[config.mk]
export PLATFORM = sky130hd
export DESIGN_NAME = register_file_sb
export DESIGN_NICKNAME = d
export VERILOG_FILES = /design/src/rtl/register_file_sb.sv
export SDC_FILE = /design/constraint.sdc
export NUM_CORES = 2
export LEC_CHECK = 0
export CORE_AREA = 2 2 432 477
export CTS_CLUSTER_DIAMETER = 150
export DETAILED_ROUTE_END_ITERATION = 7
export DIE_AREA = 0 0 434 479
export SETUP_SLACK_MARGIN = 0.15
export SYNTH_ARGS = -nofsm -noshare
export SYNTH_HDL_FRONTEND = slang
export SYNTH_SLANG_ARGS = --single-unit
[constraint.sdc]
create_clock -name CLK -period 48.7 [get_ports CLK]
set_input_delay 4.87 -clock CLK [delete_from_list [all_inputs] [get_ports CLK]]
set_output_delay 4.87 -clock CLK [all_outputs]
set_load 0.005 [all_outputs]
[src/rtl/register_file_sb.sv]
// 32x32 register file with per-register pending-write scoreboard counters and a sticky protocol-error flag.
// Optional same-cycle write-back bypass on the read ports when REGFILE_BYPASS_EN is defined.
module register_file_sb #(
  parameter int unsigned CNTW = 2
) (
  input  logic        CLK,
  input  logic        RST,
  input  logic        WEN,
  input  logic [4:0]  wsel,
  input  logic [31:0] wdat,
  input  logic [4:0]  rsel1,
  input  logic [4:0]  rsel2,
  output logic [31:0] rdat1,
  output logic [31:0] rdat2,
  output logic        busy1,
  output logic        busy2,
  input  logic        issue,
  input  logic [4:0]  issue_dst,
  output logic        full,
  output logic        err
);

  localparam logic [CNTW-1:0] CNT_MAX = '1;

  logic [31:0]     regs_q [32];
  logic [CNTW-1:0] cnt_q  [32];
  logic [CNTW-1:0] cnt_d  [32];
  logic            err_q, err_d;
  logic [31:0]     inc_v, dec_v;

  // Entry 0 of both arrays is only ever cleared, so indexing with a zero select yields 0.
  always_comb begin
    inc_v = '0;
    dec_v = '0;
    if (issue) inc_v[issue_dst] = 1'b1;
    if (WEN)   dec_v[wsel]      = 1'b1;
    inc_v[0] = 1'b0;
    dec_v[0] = 1'b0;
  end

  always_comb begin
    err_d = err_q;
    for (int unsigned i = 0; i < 32; i++) begin
      cnt_d[i] = cnt_q[i];
      case ({inc_v[i], dec_v[i]})
        2'b10: begin
          if (cnt_q[i] == CNT_MAX) err_d = 1'b1;
          else                     cnt_d[i] = cnt_q[i] + 1'b1;
        end
        2'b01: begin
          if (cnt_q[i] == '0) err_d = 1'b1;
          else                cnt_d[i] = cnt_q[i] - 1'b1;
        end
        default: ;
      endcase
    end
  end

  always_ff @(posedge CLK or posedge RST) begin
    if (RST) begin
      for (int unsigned i = 0; i < 32; i++) begin
        regs_q[i] <= '0;
        cnt_q[i]  <= '0;
      end
      err_q <= 1'b0;
    end else begin
      if (WEN && (wsel != '0)) regs_q[wsel] <= wdat;
      for (int unsigned i = 0; i < 32; i++) cnt_q[i] <= cnt_d[i];
      err_q <= err_d;
    end
  end

`ifdef REGFILE_BYPASS_EN
  logic byp1, byp2;

  // Bypass is suppressed during reset so the read ports stay at zero while RST is held.
  always_comb begin
    byp1  = WEN && !RST && (wsel != '0) && (wsel == rsel1);
    byp2  = WEN && !RST && (wsel != '0) && (wsel == rsel2);
    rdat1 = byp1 ? wdat : regs_q[rsel1];
    rdat2 = byp2 ? wdat : regs_q[rsel2];
    busy1 = (cnt_q[rsel1] != '0) && !(byp1 && (cnt_q[rsel1] == CNTW'(1)));
    busy2 = (cnt_q[rsel2] != '0) && !(byp2 && (cnt_q[rsel2] == CNTW'(1)));
  end
`else
  always_comb begin
    rdat1 = regs_q[rsel1];
    rdat2 = regs_q[rsel2];
    busy1 = (cnt_q[rsel1] != '0);
    busy2 = (cnt_q[rsel2] != '0);
  end
`endif

  assign full = (cnt_q[issue_dst] == CNT_MAX);
  assign err  = err_q;

endmodule

==> results.sh <==
export IMPL_cts_buffer_depth=3
export IMPL_drive_above_1_share_pct=32.4
export IMPL_syn_inst=4848
export IMPL_hp_class="reg -> reg"
export IMPL_cts_setup_buffers=0
export IMPL_path_max_fanout=78
export IMPL_status="complete, no violations"
export IMPL_die_area_um2=208000
export IMPL_synthToLayoutAreaGrowth_pct=11.9
export IMPL_mostFrequentLayoutCells="1087 x dfrtp_1, 833 x nand2_1, 725 x mux2_2"
export IMPL_grt_pass1_wl_um=300000
export IMPL_p_int_mw=1.93
export IMPL_num_nets_final=4822
export IMPL_cap_violations=0
export IMPL_rsz0062_at_grt="false"
export IMPL_ant_nets=0
export IMPL_p_switching_mw=0.760
export IMPL_wl_per_cell_um=27.3
export IMPL_via_count=42300
export IMPL_synth_warnings=0
export IMPL_synth_top_cell_by_area="dfrtp_1"
export IMPL_grt_pass1_vias=42700
export IMPL_overflow=0
export IMPL_arrival_ns=9.62
export IMPL_synth_distinct_cells=56
export IMPL_h_tree_depth=3
export IMPL_avgSynthCellArea_um2=12.5
export IMPL_cp_startpoint="rsel1[0]"
export IMPL_firstDrtPassIters=6
export IMPL_cts_tree="done"
export IMPL_postCtsResizedCells=0
export IMPL_final_max_slew_viol_count=0
export IMPL_synthFlopType="dfrtp_1"
export IMPL_post_synth_top_area_fraction_pct=44.9
export IMPL_antenna_found_initial=15
export IMPL_drt_total_wl_um=206000
export IMPL_cp_endpoint="rdat1[25]"
export IMPL_die_w_um=434
export IMPL_io_buffers=123
export IMPL_synth_edf_count=0
export IMPL_seq_area_frac_synth_pct=44.9
export IMPL_numCtsBuffers=117
export IMPL_r2r_start="cnt_q[11]"
export IMPL_crit_required_ns=43.83
export IMPL_core_um2=203000
export IMPL_finalCriticalPeriod_ns=14.49
export IMPL_swShare_pct=28.3
export IMPL_max_vdd_ir_drop_mv=0.0295
export IMPL_r2r_slack_ns=46.60
export IMPL_die_y_um=479
export IMPL_ios=124
export IMPL_avgViaCountPerCell=5.63
export IMPL_p_leak_nw=29.3
export IMPL_synth_area_leaders="dfrtp_1 45%, mux4_2 18%, mux2_2 13%"
export IMPL_syn_nets=4966
export IMPL_drcViolationCount=0
export IMPL_grt_use_total_pct=19.6
export IMPL_root_buffer="clkbuf_16"
export IMPL_p_clk_share_pct=34.1
export IMPL_cp_start_kind="input port"
export IMPL_combPwrFrac_pct=20.6
export IMPL_drt_initial_drc_count=4187
export IMPL_p_seq_share_pct=45.3
export IMPL_end_kind="output pin"
export IMPL_finalHoldViolations=0
export IMPL_grt_max_degree=110
export IMPL_layout_commonest_cell="dfrtp_1"
export IMPL_path_class="in -> out"
export IMPL_setup_viol=0
export IMPL_worst_pin_slew_ns=1.19
export IMPL_initial_core_util_pct=29.8
export IMPL_r2r_end="err"
export IMPL_p_per_area_nw_per_um2=39.6
export IMPL_cts_hold_buf=0
export IMPL_finalCritPeriodShare_pct=29.8
export IMPL_rows=174
export IMPL_utilization_pct=33.3
export IMPL_finClkSkew_ns=0.0323
export IMPL_ys_ff_latch=1087
export IMPL_clock_sinks=1087
export IMPL_clock_latency_ns=0.76
export IMPL_fmax_mhz=69.0
export IMPL_postSynth_asyncResetShare_pct=100
export IMPL_syn_cell_area_um2=60600
export IMPL_slew_headroom_pct=20.6
export IMPL_gp_congestion=0.817
export IMPL_post_dp_hpwl_um=111000
export IMPL_r2r_cells=5
export IMPL_finalSetupTns_ns=0
export IMPL_cts_clk_slew_worst_paths_ns=0.06
## cell families (layout without fill, tap and decap cells)
family	Yosys count	after routing	share of synthesized area (%)
multiplexers	1458	1458	35.9
AO/OA/AOI/OAI	444	444	4.97
adder cells (fa/ha/maj)	62	62	1.28
other	0	4	0
flip-flops	1087	1087	44.9
AND/OR/NAND/NOR	1229	1229	8.70
buffers and inverters	568	512	4.23
## how the worst min path moves through the flow
| stage | start | endpoint | slack (ns) | cells after the start |
|---|---|---|---|---|
| global placement | regs_q[995] | regs_q[995] | 0.38 | 0 |
| global route | regs_q[1005] | regs_q[1005] | 0.41 | 0 |
| detailed placement | regs_q[999] | regs_q[999] | 0.38 | 0 |
| floorplan | regs_q[1000] | regs_q[1000] | 0.44 | 1 |
| CTS | regs_q[999] | regs_q[999] | 0.40 | 0 |
| finish | regs_q[1014] | regs_q[1014] | 0.39 | 0 |
## per-layer routing
| metal | GRT usage [%] | part of all wire [%] | vias up |
|---|---|---|---|
| met5 | 0 | 0.037 | - |
| met4 | 7.33 | 4.1 | 10 |
| met1 | 25.9 | 41 | 22600 |
| met2 | 31.2 | 47 | 1784 |
| li1 | - | - | 17500 |
| met3 | 4.34 | 8.1 | 454 |
## sequential cells by signal, summed over array words and instances, names as in the netlist
register / flops
regs_q: 1024
cnt_q: 62
err: 1
## critical path, stage by stage
cell and delay [ns]:
buf_8 0.74, buf_4 0.85, buf_4 0.92, mux4_2 0.38
mux2i_1 0.07, a22o_1 0.25, a221oi_1 0.74, clkdlybuf4s50_1 0.66
## synth_stat cells, types with 56 or more instances
master	instances
mux2i_1	191
nor3_1	57
clkbuf_1	248
dfrtp_1	1087
mux4_2	497
nand2_1	850
a221oi_1	57
ha_1	62
o21ai_0	97
nor2_1	105
buf_2	151
nor2b_1	56
mux2_2	725
inv_1	93
a21oi_1	83
nand3_1	66
## final cells by class
class / instances / area [um2]
Antenna cell: 4 / 10.0
Clock buffer: 176 / 3500
Clock inverter: 31 / 404
Fill cell: 20100 / 136000
Inverter: 95 / 373
Multi-Input combinational cell: 3193 / 31000
Sequential cell: 1087 / 27200
Tap cell: 2728 / 3410
Timing Repair Buffer: 210 / 1900
## power groups by stage
stage               clock network [mW]  logic [mW]  registers, mW
floorplan                            0       0.434           1.18
global placement                     0       0.544           1.21
detailed placement                   0       0.556           1.23
CTS                              0.931       0.558           1.21
global route                     0.968       0.598           1.24
finish                           0.916       0.554           1.22
## through the flow
step           total power, mW  setup WS [ns]  instance area (um2)  hold WS, ns  std cells
3_3_place_gp              1.76          33.90                63900        0.377       7313
5_1_grt                   2.80          33.84                67800        0.406       7521
2_1_floorplan             1.61          13.23                60600        0.441       4848
4_1_cts                   2.70          33.93                67800        0.397       7520
3_5_place_dp              1.78          33.93                63900        0.383       7313
6_report                  2.69          34.21                67800        0.393       7524
No activity file was read; power rests on OpenSTA's default activity.
